File: src/rtl/register_bank_pkg.sv
// -----------------------------------------------------------------------------
// register_bank_pkg
// Shared encodings for the register bank: command opcodes and the states of
// the re-initialisation sequencer.
// -----------------------------------------------------------------------------
package register_bank_pkg;

    // Command opcodes presented on op
    localparam logic [1:0] OP_NOP    = 2'b00;
    localparam logic [1:0] OP_WRITE  = 2'b01;
    localparam logic [1:0] OP_ROT    = 2'b10;
    localparam logic [1:0] OP_REINIT = 2'b11;

    // Sequencer states
    localparam logic [0:0] S_IDLE = 1'b0;
    localparam logic [0:0] S_INIT = 1'b1;

endpackage

File: src/rtl/register_bank_cell.sv
// -----------------------------------------------------------------------------
// register_bank_cell
// One enable-loaded register with an asynchronous load of its own reset value.
//   ck    : clock, rising edge
//   rst_n : asynchronous active-low reset, loads RST_VAL
//   ena   : load enable
//   d     : next value, taken when ena is high
//   q     : current register contents
// -----------------------------------------------------------------------------
module register_bank_cell #(
    parameter int               WIDTH   = 6,
    parameter logic [WIDTH-1:0] RST_VAL = '0
) (
    input  logic             ck,
    input  logic             rst_n,
    input  logic             ena,
    input  logic [WIDTH-1:0] d,
    output logic [WIDTH-1:0] q
);

    always_ff @(posedge ck or negedge rst_n) begin
        if (!rst_n) begin
            q <= RST_VAL;
        end else if (ena) begin
            q <= d;
        end
    end

endmodule

File: src/rtl/register_bank.sv
// -----------------------------------------------------------------------------
// register_bank
// Bank of NREG registers, each with its own reset value
// DEF(i) = INIT_BASE + i*INIT_STEP (truncated to WIDTH). Supports addressed
// writes, a one-cycle rotate towards register 0, and a sequenced restore of
// all defaults (one register per cycle) with a done pulse at the end.
//   ck, rst_n              : clock, asynchronous active-low reset
//   cmd_valid / cmd_ready  : command handshake; ready is low while restoring
//   op                     : NOP / WRITE / ROTATE / REINIT
//   wr_addr, d             : WRITE target and data
//   rd_addr_a/b, rd_data_a/b : two combinational read ports (0 if out of range)
//   q_all                  : all registers, register 0 in the LSBs
//   done                   : one-cycle pulse after the last default is restored
//   err                    : one-cycle pulse after a WRITE to an address >= NREG
// -----------------------------------------------------------------------------
module register_bank
    import register_bank_pkg::*;
#(
    parameter int NREG      = 3,
    parameter int WIDTH     = 6,
    parameter int INIT_BASE = 1,
    parameter int INIT_STEP = 1,
    parameter int AW        = (NREG > 2) ? $clog2(NREG) : 1
) (
    input  logic                  ck,
    input  logic                  rst_n,
    input  logic                  cmd_valid,
    output logic                  cmd_ready,
    input  logic [1:0]            op,
    input  logic [AW-1:0]         wr_addr,
    input  logic [WIDTH-1:0]      d,
    input  logic [AW-1:0]         rd_addr_a,
    input  logic [AW-1:0]         rd_addr_b,
    output logic [WIDTH-1:0]      rd_data_a,
    output logic [WIDTH-1:0]      rd_data_b,
    output logic [NREG*WIDTH-1:0] q_all,
    output logic                  done,
    output logic                  err
);

    localparam logic [AW-1:0] IDX_LAST = AW'(NREG - 1);
    localparam logic [AW:0]   NREG_W   = (AW + 1)'(NREG);

    logic [0:0]       state_q, state_d;
    logic [AW-1:0]    idx_q, idx_d;
    logic             done_q, done_d;
    logic             err_q, err_d;
    logic [WIDTH-1:0] r_q [NREG];
    logic             accept;
    logic             wr_in_range;

    assign cmd_ready   = (state_q == S_IDLE);
    assign accept      = cmd_valid && cmd_ready;
    assign wr_in_range = ({1'b0, wr_addr} < NREG_W);
    assign done        = done_q;
    assign err         = err_q;

    // Sequencer: REINIT walks idx over every register, one per cycle
    always_comb begin
        state_d = state_q;
        idx_d   = idx_q;
        done_d  = 1'b0;
        err_d   = 1'b0;
        case (state_q)
            S_IDLE: begin
                if (accept && op == OP_REINIT) begin
                    state_d = S_INIT;
                    idx_d   = '0;
                end else if (accept && op == OP_WRITE && !wr_in_range) begin
                    err_d = 1'b1;
                end
            end
            default: begin // S_INIT
                if (idx_q == IDX_LAST) begin
                    state_d = S_IDLE;
                    idx_d   = '0;
                    done_d  = 1'b1;
                end else begin
                    idx_d = idx_q + AW'(1);
                end
            end
        endcase
    end

    always_ff @(posedge ck or negedge rst_n) begin
        if (!rst_n) begin
            state_q <= S_IDLE;
            idx_q   <= '0;
            done_q  <= 1'b0;
            err_q   <= 1'b0;
        end else begin
            state_q <= state_d;
            idx_q   <= idx_d;
            done_q  <= done_d;
            err_q   <= err_d;
        end
    end

    // Per-register load control. accept is never high in S_INIT because
    // cmd_ready is low there, so busy-time commands cannot reach the cells.
    for (genvar i = 0; i < NREG; i++) begin : g_cell
        localparam logic [WIDTH-1:0] DEF  = WIDTH'(INIT_BASE + i * INIT_STEP);
        localparam int               NXT  = (i + 1) % NREG;
        localparam logic [AW-1:0]    ADDR = AW'(i);

        logic             ena;
        logic [WIDTH-1:0] cd;

        always_comb begin
            ena = 1'b0;
            cd  = d;
            if (state_q == S_INIT) begin
                if (idx_q == ADDR) begin
                    ena = 1'b1;
                    cd  = DEF;
                end
            end else if (accept) begin
                if (op == OP_WRITE && wr_addr == ADDR) begin
                    ena = 1'b1;
                    cd  = d;
                end else if (op == OP_ROT) begin
                    ena = 1'b1;
                    cd  = r_q[NXT];
                end
            end
        end

        register_bank_cell #(
            .WIDTH   (WIDTH),
            .RST_VAL (DEF)
        ) u_cell (
            .ck    (ck),
            .rst_n (rst_n),
            .ena   (ena),
            .d     (cd),
            .q     (r_q[i])
        );

        assign q_all[i*WIDTH +: WIDTH] = r_q[i];
    end

    // Read muxes; addresses beyond the bank read as zero
    always_comb begin
        rd_data_a = '0;
        rd_data_b = '0;
        for (int i = 0; i < NREG; i++) begin
            if (rd_addr_a == AW'(i)) rd_data_a = r_q[i];
            if (rd_addr_b == AW'(i)) rd_data_b = r_q[i];
        end
    end

endmodule

File: config.mk
export PLATFORM = sky130hd
export DESIGN_NAME = register_bank
export DESIGN_NICKNAME = d
export VERILOG_FILES = /design/src/rtl/register_bank_pkg.sv /design/src/rtl/register_bank_cell.sv /design/src/rtl/register_bank.sv
export SDC_FILE = /design/constraint.sdc
export NUM_CORES = 1
export LEC_CHECK = 0
export CAP_MARGIN = 5
export CORE_ASPECT_RATIO = 2
export CORE_UTILIZATION = 30
export CTS_BUF_LIST = sky130_fd_sc_hd__clkbuf_2
export CTS_CLUSTER_SIZE = 16
export DETAILED_ROUTE_END_ITERATION = 8
export GPL_ROUTABILITY_DRIVEN = 1
export PLACE_DENSITY = 0.58
export SETUP_SLACK_MARGIN = 0.05
export SLEW_MARGIN = 30
export SYNTH_ARGS = -nofsm -noshare
export SYNTH_HDL_FRONTEND = slang
export SYNTH_SLANG_ARGS = --single-unit
File: constraint.sdc
create_clock -name ck -period 2.25 [get_ports ck]
set_clock_uncertainty 0.1 [all_clocks]
set_input_delay 0.45 -clock ck [delete_from_list [all_inputs] [get_ports ck]]
set_output_delay 0.45 -clock ck [all_outputs]
set_load 0.01 [all_outputs]
# After elaboration in Yosys (flattened, before gate mapping)
# Cells that the tools add are included.
# totals
word_cells	78
inputBits	17
register_bits	23
output_inout_bits	33
# classes
add_sub_neg	1
n_lt_le_gt_ge	1
n_reduce_logical	13
n_eq_ne	11
bitwise	1
mux	44
# op_table
cell	n
$mux W6	21
$mux W1	20
$eq A2 B2 Y1 const B	6
$eq A2 B1 Y1 const B	5
$logic_not A2 Y1	4
$logic_and A1 B1 Y1	7
$mux W2	3
$add A2 B1 Y2 const B	1
$lt A2 B2 Y1 const B	1
$reduce_bool A2 Y1	1
$logic_not A1 Y1	1
$not A1 Y1	1

# Logic depth before layout (Yosys ltp)
# Gate-level depths: netlist of run 1.
# depth
ltp_word	7
mapped_depth	5
mapped_depth_nobuf	4

# Modules after synthesis
# A second synthesis of run 1 with hierarchy kept.
# unflattened
cells_unflattened	150
area_unflattened_um2	1555.2
# by_module_without_submodules
mod	seq_area_each_um2	instances	area_each_um2	cells_per_inst
register_bank	125.1	1	795.8	111
register_bank_cell at g_cell[0].u_cell ...	151.4	2	252.7	13
register_bank_cell at g_cell[2].u_cell	152.6	1	254.0	13

# Least setup slack after synthesis of run 1
# OpenSTA, ideal clock, no wires.
# synth_timing
path_type	input to output
startpoint	input rd_addr_a[0]
endpoint	output rd_data_a[0]
path_stages	4
setup_slack_ns	0.546
t_required_ns	1.700
path_buffers	1
arrival_time_ns	1.154
cell_sequence	clkbuf_1 -> nor2b_1 -> nand2_1 -> o21ai_0
# synth_via
elab_chain_cells	4
elab_cells_between_ends	6
classes_between	eq/ne: 2; mux: 3; reduce/logical: 1
# synth_lines
item	line_no	source
start: declaration	register_bank.sv:32	input logic [AW-1:0] rd_addr_a,
$logic_not A2 Y1	register_bank.sv:147	if (rd_addr_a == AW'(i)) rd_data_a = r_q[i];
$mux W6 (2 in a row)	register_bank.sv:147	
$mux W6 (*)	register_bank.sv:147	
end: declaration	register_bank.sv:34	output logic [WIDTH-1:0] rd_data_a,
# Every way passes the cells marked *; elsewhere a longest branch is shown, timed or not.

# Final worst setup path of run 1
# layout_timing
startpoint	input rd_addr_b[1]
endpoint	output rd_data_b[1]
# layout_via
elab_chain_cells	4
elab_cells_between_ends	6
classes_between	eq/ne: 2; mux: 3; reduce/logical: 1
# layout_lines
item	line_no	source
start: declaration	register_bank.sv:33	input logic [AW-1:0] rd_addr_b,
$logic_not A2 Y1	register_bank.sv:148	if (rd_addr_b == AW'(i)) rd_data_b = r_q[i];
$mux W6 (2 in a row)	register_bank.sv:148	
$mux W6 (*)	register_bank.sv:148	
end: declaration	register_bank.sv:35	output logic [WIDTH-1:0] rd_data_b,
# Marks and branches as above.

==> summary.md, run 1 <==
| Metric | Value |
|---|---|
| Result of the run | `finished, final reports clean` |
| Most frequent cells in the layout | `35 x sky130_fd_sc_hd__clkdlybuf4s50_1, 21 x sky130_fd_sc_hd__nand2_1, 18 x sky130_fd_sc_hd__dfrtp_1` |
| Top cell family by delay on the critical path | `buffers and inverters` |
| Leading cell type in the layout, fill and taps excluded | `sky130_fd_sc_hd__clkdlybuf4s50_1` |
| Area added between synthesis and finish | `45.6%` |
| Yosys top cell area share | `approximately 34%` |
| Final worst path period need | `2120 ps` |
| Diodes inserted | `0` |
| Clock input transition at the sequential cells of the worst setup and hold paths | `220 ps` |
| Largest cells by area after synthesis | `sky130_fd_sc_hd__dfrtp_1 34%, sky130_fd_sc_hd__mux2i_1 9.4%, sky130_fd_sc_hd__a221o_1 8.0%` |
| Number of global-route vias before repair | `1366` |
| Maximum number of pins on one net before global-route repair | `24` |
| Total of warnings raised by yosys | `0` |
| Compound-gate portion of the synthesized area | `between 10% and 20%` |
| Biggest cell delay along the critical path | `about 500 ps` |
| Post-DRT Antenna Nets | `0` |
| Maximum fanout encountered on the critical timing path | `6` |
| TritonCTS clock tree | `built` |
| Detail-routed net length per standard cell | `15.9 microns` |
| Combinational family with the most area after synthesis | `simple AND/OR/NAND/NOR gates` |
| Async set-or-reset flop fraction in the synthesized netlist | `100%` |
| Total number of vias | `roughly 1400` |
| Number of buffers created by CTS | `3` |
| Share of the synthesized netlist area taken by xor and xnor gates | `0%` |
| Post-Syn Area per Cell | `roughly 9.6 sq um` |
| Initial Util | `31.6%` |
| Setup Viol. Count Final | `0` |
| Tightest Hold Check Type | `in2async` |
| Type of origin of the critical path | `input port` |
| Placer congestion estimate | `0.853` |
| Final hold vios | `0` |
| Wire length of the first global-routing pass | `6600 microns` |
| Die span in x | `50.0 microns` |
| I/O pin count | `50` |
| Static Leakage | `0.936 nW` |
| Share of synthesized area occupied by flip-flops and latches | `a little over two fifths` |
| Pwr Density | `837 mW/mm^2` |
| Overflow left after global routing | `0` |
| Worst max-slew margin expressed relative to the limit | `79.3%` |
| Data arrival time of the critical path | `1570 ps` |
| Area enclosed by the die boundary | `~0.0049 sq mm` |
| # DRC | `0` |
| IR drop worst, VDD | `432 uV` |
| Final standard cell utilization of the core | `45.9%` |
| Area of the mapped netlist | `0.00138 sq mm` |
| Area share of fa/ha/maj cells after synthesis | `0%` |
| Post-synthesis sequential element count | `23` |
| Std-Cell Core Area | `0.00438 sq mm` |
| Overall routing resource usage | `between 10% and 20%` |
| Number of buffers and inverters on the critical path | `3` |
| Final period util | `94.4%` |
| Post-synth EDFFs | `0` |
| DR iter-0 viols | `30` |
| Placed wire-length estimate | `3310 microns` |
| CP max-delay cell | `sky130_fd_sc_hd__clkdlybuf4s50_1` |
| Quantity of I/O buffers inserted on ports | `a little under 50` |
| Critical-path cell list | `clkdlybuf4s50_1 -> nor2b_1 -> buf_4 -> nand2_1 -> o21ai_0 -> clkbuf_2` |
| Worst setup path class | `in2out` |
| Root Buffer | `sky130_fd_sc_hd__clkbuf_2` |
| Yosys top cell by area | `sky130_fd_sc_hd__dfrtp_1` |
| Synthesized Nets | `161` |
| Overall Power | `between 0.0015 and 0.002 W` |
| Unrepaired setup endpoints after global routing | `false` |
| Die Ht | `98.0 microns` |
| Filler cell count in the final layout | `427` |
| Endpoint type of the worst setup path | `output port` |
| Number of max-slew violations in the final report | `0` |
| Main flop type after synthesis | `sky130_fd_sc_hd__dfrtp_1` |
| Routed Wire Length | `4160 microns` |
| Final nets | `225` |
| Worst-Margin Slew | `309 ps` |
| Maximum root-to-sink buffer count | `2` |
| Cells after Synth | `~140` |
| Site row count | `34` |
| Number of violations of the max-capacitance limit | `0` |
| Via-per-instance ratio | `around 5.3` |
| Antenna violations before repair | `0` |
| Share of final-layout standard cells stronger than drive strength 1 | `between 20% and 30%` |
| Pre-antenna DRT Iters | `5` |
| Insertion delay to the later sink of the worst-skew pair | `330 ps` |
| Number of unique standard cell types used by synthesis | `34` |
| Share of cell area taken by muxes after synthesis | `between 10% and 20%` |
| Top achievable clock speed | `471 MHz` |
| Data required time of the worst path | `1700 ps` |
| TritonCTS Sinks | `23` |
| Area share of and/or/nand/nor cells after synthesis | `23.9%` |
| H-tree depth reported by CTS | `1` |
-- sequential cells by signal, summed over array words and instances, names as in the netlist --
signal	count
state_q	1
done	1
err	1
g_cell.u_cell.q	18
idx_q	2
-- worst reg2reg max path, cell delays in order, from the launching register on --
cell,delay [ps]
sky130_fd_sc_hd__dfrtp_2,450
sky130_fd_sc_hd__buf_4,170
sky130_fd_sc_hd__and4bb_1,380
sky130_fd_sc_hd__nor2_1,120
sky130_fd_sc_hd__and2_1,220
sky130_fd_sc_hd__a221o_1,310
-- stage by stage --
step                setup slack, ps  cell area, sq um  setup TNS [ps]  std cells  hold WS (ps)
finish                          125              2010               0        261           318
CTS                            15.2              2070               0        261           328
global route                   71.6              2010               0        261           326
global placement               -230              2050           -2550        256           393
floorplan                       546              1380               0        144          54.4
detailed placement             -292              2050           -2870        256           401
-- logic make-up after synthesis --
| family | after synthesis |
|---|---|
| AO/OA/AOI/OAI | 37 |
| multiplexers | 16 |
| AND/OR/NAND/NOR | 61 |
| flip-flops | 23 |
| buffers and inverters | 7 |
-- power by group --
group	internal, W	leakage [nW]	switching, W	total [W]
sequential	0.000545	0.298	0.000131	0.000676
combinational	0.000446	0.622	0.000390	0.000836
clock	0.0000470	0.0166	0.000128	0.000175
total	0.00104	0.936	0.000648	0.00169
-- path summary, 6_finish.rpt --
path	to	start	slack [ps]	cells past startpoint
setup / recovery	rd_data_b[1]	rd_addr_b[1]	130	6
hold / removal	g_cell[1].u_cell.q[0]	rst_n	320	2
setup reg to reg	g_cell[1].u_cell.q[5]	state_q	420	5
hold reg to reg	idx_q[1]	idx_q[1]	450	1
max in group asynchronous	g_cell[2].u_cell.q[1]	rst_n	1450	2
min in group ck	idx_q[1]	idx_q[1]	450	1
-- per-layer routing --
layer | GRT usage, % | up-vias | part of all wire [%] | routed length [microns]
li1 | - | 656 | - | -
met1 | 18.7 | 668 | 37 | 1550
met2 | 33.3 | 46 | 58 | 2400
met3 | 1.71 | 8 | 3.3 | 137
met4 | 5.71 | 0 | 1.5 | 61
met5 | 0 | - | 0 | 0
-- final cells by class --
cell class | instances | area (sq um) | area share [%]
timing repair buffer | 65 | 573 | 28.5
multi-input combinational | 114 | 767 | 38.1
tap | 54 | 67.6 | 3.36
clock buffer | 4 | 20.0 | 0.994
sequential | 23 | 582 | 28.9
inverter | 1 | 3.75 | 0.186
-- cell usage after synthesis (all sizes together), types with 3 or more instances --
library cell,number
and3b,3
nor2b,4
nor2,16
mux2i,13
dfstp,4
nand3b,3
a21oi,4
nand3,6
clkbuf,4
dfrtp,19
nand2,21
a21o,3
mux2,3
a221o,11
o21ai,14
-- what timing repair did --
item                       4_1_cts  5_1_grt
buffers inserted                 1        0
setup endpoints to repair       13       12
hold buffers                     0        0
gates resized for setup         21       20
No activity file was read; power rests on OpenSTA's default activity.
==> run 2: changes to the inputs <==
- ABC_AREA: unset -> 1
- CORE_MARGIN: unset -> 3
- PLACE_DENSITY: 0.58 -> 0.55
- REMOVE_ABC_BUFFERS: unset -> 1
==> summary.md, run 2 <==
| Metric | Value |
|---|---|
| Pwr Density | `1160 mW/mm^2` |
| Diodes inserted | `0` |
| Clock input transition at the sequential cells of the worst setup and hold paths | `240 ps` |
| Top reg by flops | `g_cell.u_cell.q` |
| CP max-delay cell | `sky130_fd_sc_hd__dfstp_2` |
| Overflow left after global routing | `0` |
| Detail-routed net length per standard cell | `around 14 microns` |
| Routed Wire Length | `5280 microns` |
| Type of origin of the critical path | `flip-flop` |
| IR drop worst, VDD | `between 400 and 500 uV` |
| Cells after Synth | `253` |
| Leading cell types by count after synthesis | `109 x sky130_fd_sc_hd__nand2_1, 39 x sky130_fd_sc_hd__nand3_1, 31 x sky130_fd_sc_hd__inv_1` |
| Overall Power | `roughly 0.0026 W` |
| Unrepaired setup endpoints after global routing | `false` |
| Via-per-instance ratio | `4.85` |
| Pre-antenna DRT Iters | `4` |
| Number of violations of the max-capacitance limit | `0` |
| Static Leakage | `1.21 nW` |
| Post-synthesis sequential element count | `23` |
| Endpoint type of the worst setup path | `output port` |
| Top-count cell post-synth | `sky130_fd_sc_hd__nand2_1` |
| Async set-or-reset flop fraction in the synthesized netlist | `100%` |
| Yosys top cell area share | `28.6%` |
| H-tree depth reported by CTS | `1` |
| Source of the critical timing path | `g_cell[2].u_cell.q[1]` |
| TritonCTS clock tree | `built` |
| Number of buffers created by CTS | `3` |
| Worst-Margin Slew | `306 ps` |
| Quantity of I/O buffers inserted on ports | `between 40 and 50` |
| Leading cell type in the layout, fill and taps excluded | `sky130_fd_sc_hd__nand2_1` |
| Site row count | `37` |
| Overall routing resource usage | `16.8%` |
| Area enclosed by the die boundary | `0.00652 sq mm` |
| Post-place setup slack | `-206 ps` |
| Top cell family by delay on the critical path | `flip-flops` |
| Share of final-layout standard cells stronger than drive strength 1 | `16.1%` |
| Die span in x | `58.6 microns` |
| # DRC | `0` |
| Number of unique standard cell types used by synthesis | `22` |
| Maximum root-to-sink buffer count | `2` |
| Wire length of the first global-routing pass | `8400 microns` |
| Critical-path cell list | `clkdlybuf4s50_1` |
| I/O pin count | `50` |
| Number of buffers and inverters on the critical path | `1` |
| Maximum number of pins on one net before global-route repair | `24` |
| Final period util | `93.9%` |
| DR iter-0 viols | `83` |
| Final nets | `335` |
| Top achievable clock speed | `473 MHz` |
| Placed wire-length estimate | `approximately 4100 microns` |
| Number of flip-flops under the largest register name | `18` |
| Area of the mapped netlist | `between 0.0015 and 0.002 sq mm` |
| Yosys top cell by area | `sky130_fd_sc_hd__dfrtp_1` |
| Final hold slack | `309 ps` |
| Biggest cell delay along the critical path | `~660 ps` |
| Filler cell count in the final layout | `between 500 and 600` |
| Regs by FF count | `g_cell.u_cell.q (18), idx_q (2)` |
| Largest cells by area after synthesis | `sky130_fd_sc_hd__dfrtp_1 29%, sky130_fd_sc_hd__nand2_1 25%, sky130_fd_sc_hd__nand3_1 12%` |
| Setup Viol. Count Final | `0` |
| Worst max-slew margin expressed relative to the limit | `about four fifths` |
| Post-layout worst setup margin | `138 ps` |
| Worst setup path class | `reg2out` |
| Antenna violations before repair | `0` |
| Data required time of the worst path | `1700 ps` |
| Main flop type after synthesis | `sky130_fd_sc_hd__dfrtp_1` |
| Insertion delay to the later sink of the worst-skew pair | `~340 ps` |
| Total of warnings raised by yosys | `0` |
| Area added between synthesis and finish | `36.9%` |
| Std-Cell Core Area | `0.00523 sq mm` |
| Root Buffer | `sky130_fd_sc_hd__clkbuf_2` |
| Post-DRT Antenna Nets | `0` |
| Number of max-slew violations in the final report | `0` |
| Post-Syn Area per Cell | `~6.6 sq um` |
| TritonCTS Sinks | `23` |
| Post-synth EDFFs | `0` |
| Result of the run | `finished, final reports clean` |
| Total number of vias | `~1800` |
| Die Ht | `approximately 110 microns` |
| Tightest Hold Check Type | `in2async` |
| Final worst path period need | `2110 ps` |
| Share of synthesized area occupied by flip-flops and latches | `34.9%` |
| Initial Util | `31.8%` |
| Maximum fanout encountered on the critical timing path | `5` |
| Startpoint of the worst register-to-register path | `state_q` |
| Final hold vios | `0` |
| Number of global-route vias before repair | `1707` |
| Data arrival time of the critical path | `~1600 ps` |
| Most frequent cells in the layout | `109 x sky130_fd_sc_hd__nand2_1, 39 x sky130_fd_sc_hd__nand3_1, 37 x sky130_fd_sc_hd__clkdlybuf4s50_1` |
| Placer congestion estimate | `approximately 0.81` |
| Setup TNS Final | `0 ps` |
==> run 2: cell count changes in the layout (fill, tap and decap cells not counted), moves of 4 or more <==
cell	change
sky130_fd_sc_hd__a221o_1	-11
sky130_fd_sc_hd__inv_1	+30
sky130_fd_sc_hd__mux2i_1	-13
sky130_fd_sc_hd__nand2_1	+88
sky130_fd_sc_hd__nand3_1	+33
sky130_fd_sc_hd__nand3b_1	+5
sky130_fd_sc_hd__nor2_1	-4
sky130_fd_sc_hd__nor2_4	+4
sky130_fd_sc_hd__nor2b_1	-4
sky130_fd_sc_hd__o21ai_0	-10
sky130_fd_sc_hd__o21ai_1	+4
==> run 2: path summary, 6_finish.rpt <==
path	depth (start not counted)	slack (ps)	end
max in group asynchronous	2	1440	g_cell[2].u_cell.q[0]
hold reg to reg	2	470	g_cell[2].u_cell.q[0]
setup reg to reg	8	580	g_cell[0].u_cell.q[1]
setup / recovery	1	140	q_all[13]
min in group ck	2	470	g_cell[2].u_cell.q[0]
hold / removal	2	310	g_cell[0].u_cell.q[1]
==> run 2: cell type report <==
class	count	area (sq um)	share of cell area, %
Multi-Input combinational cell	194	925	40.6
Timing Repair Buffer	63	548	24.1
Tap cell	58	72.6	3.19
Inverter	33	129	5.67
Clock buffer	3	15.0	0.660
Clock inverter	1	5.00	0.220
Sequential cell	23	581	25.5
==> run 2: through the flow <==
step / std cells / instance area (sq um) / util [%]
after CTS: 375 / 2320 / 44.3
after detailed placement: 371 / 2310 / 44.2
after floorplan: 250 / 1630 / -
after global routing: 375 / 2270 / 43.5
after global placement: 371 / 2310 / 44.2
final: 375 / 2270 / 43.5
==> run 2: metal layers <==
| layer | share of wire, % | vias up | wire length [microns] | global-route usage (%) |
|---|---|---|---|---|
| li1 | - | 924 | - | - |
| met1 | 37 | 812 | 1950 | 18.3 |
| met2 | 52 | 68 | 2760 | 29.9 |
| met3 | 6.0 | 13 | 315 | 1.63 |
| met4 | 4.8 | 0 | 251 | 9.23 |
| met5 | 0 | - | 0 | 0 |
==> run 2: cells by family after synthesis <==
kind of cell / Yosys count / share of synthesized area [%]
flops: 23 / 34.9
simple gates: 182 / 51.9
compound gates: 12 / 3.77
buf+inv: 36 / 9.41
==> run 2: repair_timing <==
| action | in CTS | in global routing |
|---|---|---|
| hold buffers | 0 | 0 |
| buffers inserted | 0 | 0 |
| endpoints found under the setup margin | 12 | 12 |
| resized for setup | 12 | 24 |
==> run 2: report_power, final <==
part           total [W]  internal, W  switching [W]
logic            0.00156     0.000730       0.000826
registers       0.000907     0.000633       0.000274
clock network   0.000175    0.0000403       0.000135
==> patch (flow settings as in run 1) <==
The output `err` loses its register stage (`err_q` becomes a continuous assignment).
--- a/src/rtl/register_bank.sv
+++ b/src/rtl/register_bank.sv
@@ -89,3 +89,2 @@
             done_q  <= 1'b0;
-            err_q   <= 1'b0;
         end else begin
@@ -94,5 +93,6 @@
             done_q  <= done_d;
-            err_q   <= err_d;
         end
     end
+
+    assign err_q = err_d;
 
Behaviour: not the same (a bounded check fails within 4 cycles, from zero or initial values and one cycle with rst_n low).
==> patch against run 1 <==
  * Sequential cell count shrank 1
  * Total power grew 5.6%
  * Combinational power grew 3.0%
  * Wire length shrank 2.8%
  * Synthesized area shrank 1.3%
  * Sequential share of layout area shrank 2.0 points
  * Design area grew 2.5%
  * Setup slack lost 0.024 ns
==> patch: results (changes against run 1) <==
Routing
  • Via total after detailed routing: 1,337 (was 1,378)
  • WL/cell: 15.30 um (was 15.92 um)
  • Pre-antenna DRT Iters: 4 (was 5)
  • DRT iter0 DRCs: 21 (was 30)

Timing
  • Hold WS: 0.3203 ns (was 0.3175 ns)
  • Slew headroom: 0.7140 (was 0.7934)
  • Worst Slack Setup Final: 0.1008 ns (was 0.1250 ns)

Cells and area
  • Nets: 228 (was 225)
  • N_diodes: 0 (unchanged)
  • Layout cell share with drive strength beyond 1: 0.2333 (was 0.2174)
  • Biggest regs: g_cell.u_cell.q x18, idx_q x2 (unchanged)
  • Layout fillers: 464 (was 427)

Clock tree
  • CTS hold repair buffers: 0 (unchanged)
  • Number of buffers created by CTS: 3 (unchanged)
  • Clk_lat worst skew: 0.33 ns (about the same)
  • CTS Root Cell: clkbuf_2 (unchanged)
  • Maximum clock path buffer count: 2 (unchanged)
  • Clock-pin transition on the worst setup and hold timing paths: 0.22 ns (about the same)
  • Setup Buffers After CTS: 0 (was 1)
  • H-tree depth: 1 (unchanged)

GRT
  • Vias in the first global route: 1,436 (was 1,366)
  • Initial antenna violation count: 0 (unchanged)
  • Global-route wire length before repair: 6.734 mm (was 6.603 mm)
  • Largest net degree at the start of global routing: 23 (was 24)
  • Total track usage: 0.1800 (was 0.1736)

Worst setup path
  • R2r worst-path depth: 6 (was 5)
  • R2r setup slk: 0.34 ns (was 0.42 ns)
  • WP data arrival: 1.60 ns (was 1.57 ns)
  • Worst-path fanout max: 6 (unchanged)
  • CP peak stage delay: 0.48 ns
  • RR Startpoint: state_q (unchanged)
  • Worst R2R End: g_cell[0].u_cell.q[4] (was g_cell[1].u_cell.q[5])
  • Slowest stage cell on the critical path: clkdlybuf4s50_1 (unchanged)

Status
  • Status: finished clean (unchanged)

Logic synthesis
  • Most frequent cells after synthesis: nand2_1 (20), dfrtp_1 (18), nor2_1 (16) (was nand2_1 (21), dfrtp_1 (19), nor2_1 (16))
  • FFs w/ async S/R, synth: 1.000 (unchanged)
  • Count of cell types in the netlist: 35 (was 34)
  • Post-synthesis sequential area ratio: 0.4070 (was 0.4199)
  • Synth Net Count: 158 (was 161)
  • Syn. warnings: 0 (unchanged)
  • Synth area leaders: dfrtp_1 (33%), mux2i_1 (9.5%), a221o_1 (8.1%) (was dfrtp_1 (34%), mux2i_1 (9.4%), a221o_1 (8.0%))

Power and ir drop
  • Power per Cell Area: 862.7 nW/um2 (was 837.5 nW/um2)
  • Max VDD drop: 0.5814 mV (was 0.4323 mV)
  • Lkg Pwr: 0.9667 nW (was 0.9362 nW)

Placed design
  • Placed cell area: 2051 um2 (was 2047 um2)
  • Pre-CTS setup slack: -0.2736 ns (was -0.2920 ns)
  • Port-buffer cells: 49 (unchanged)
  • HPWL after DPL: 3.255 mm (was 3.315 mm)
  • Gpl congestion: 0.8169 (was 0.8528)

Hold path
  • Worst hold path type: input pin to asynchronous set/reset pin (unchanged)
patch: metrics by stage:
step / util / TNS, ns / instances
after floorplan: - / 0 / 141
after global placement: 0.4726 / -2.681 / 260
after detailed placement: 0.4726 / -2.985 / 260
after CTS: 0.4821 / 0 / 264
after global routing: 0.4755 / 0 / 264
final: 0.4755 / 0 / 264
patch: area by class of cell:
cell class	count	area, um2	share of cell area
Clock inverter	1	30.03	0.01455
Multi-Input combinational cell	112	774.5	0.3754
Inverter	2	11.26	0.005458
Clock buffer	3	15.01	0.007277
Timing Repair Buffer	70	609.3	0.2953
Sequential cell	22	555.5	0.2693
Tap cell	54	67.56	0.03275
patch: power breakdown:
part | total, W | internal [W] | switching [W]
combinational | 0.000861 | 0.000465 | 0.000395
sequential | 0.000644 | 0.000522 | 0.000122
clock | 0.000275 | 0.000153 | 0.000122
patch: worst max path at each step:
stage | from | end
floorplan | rd_addr_a[0] | rd_data_a[0]
global placement | rd_addr_a[0] | rd_data_a[3]
detailed placement | rd_addr_a[0] | rd_data_a[3]
CTS | rd_addr_a[1] | rd_data_a[3]
global route | rd_addr_a[1] | rd_data_a[1]
finish | rd_addr_a[1] | rd_data_a[4]
patch: worst max-delay path: cells and delay by family:
family / cells / cell delay [ns]
buffers and inverters: 3 / 0.91
and+or+nand+nor: 2 / 0.18
AOI/OAI and AO/OA: 1 / 0.06
patch: cell families (layout without fill, tap and decap cells):
group / Yosys count / count (layout) / share of synthesized area
and+or+nand+nor: 60 / 60 / 0.2502
AOI/OAI and AO/OA: 35 / 35 / 0.1815
DFF: 22 / 22 / 0.4070
muxes: 17 / 17 / 0.1338
buffers and inverters: 7 / 76 / 0.02750
patch: metal layers:
layer	vias to the layer above	track usage	part of all wire
li1	661	-	-
met1	633	0.1832	0.37
met2	39	0.3545	0.59
met3	4	0.009390	0.026
met4	0	0.07692	0.012
met5	-	0	0
patch: repair_timing:
item / 4_1_cts / 5_1_grt
setup endpoints to repair: 14 / 13
pin swaps: 0 / 0
hold endpoints to repair: 0 / 0
resized for setup: 21 / 24
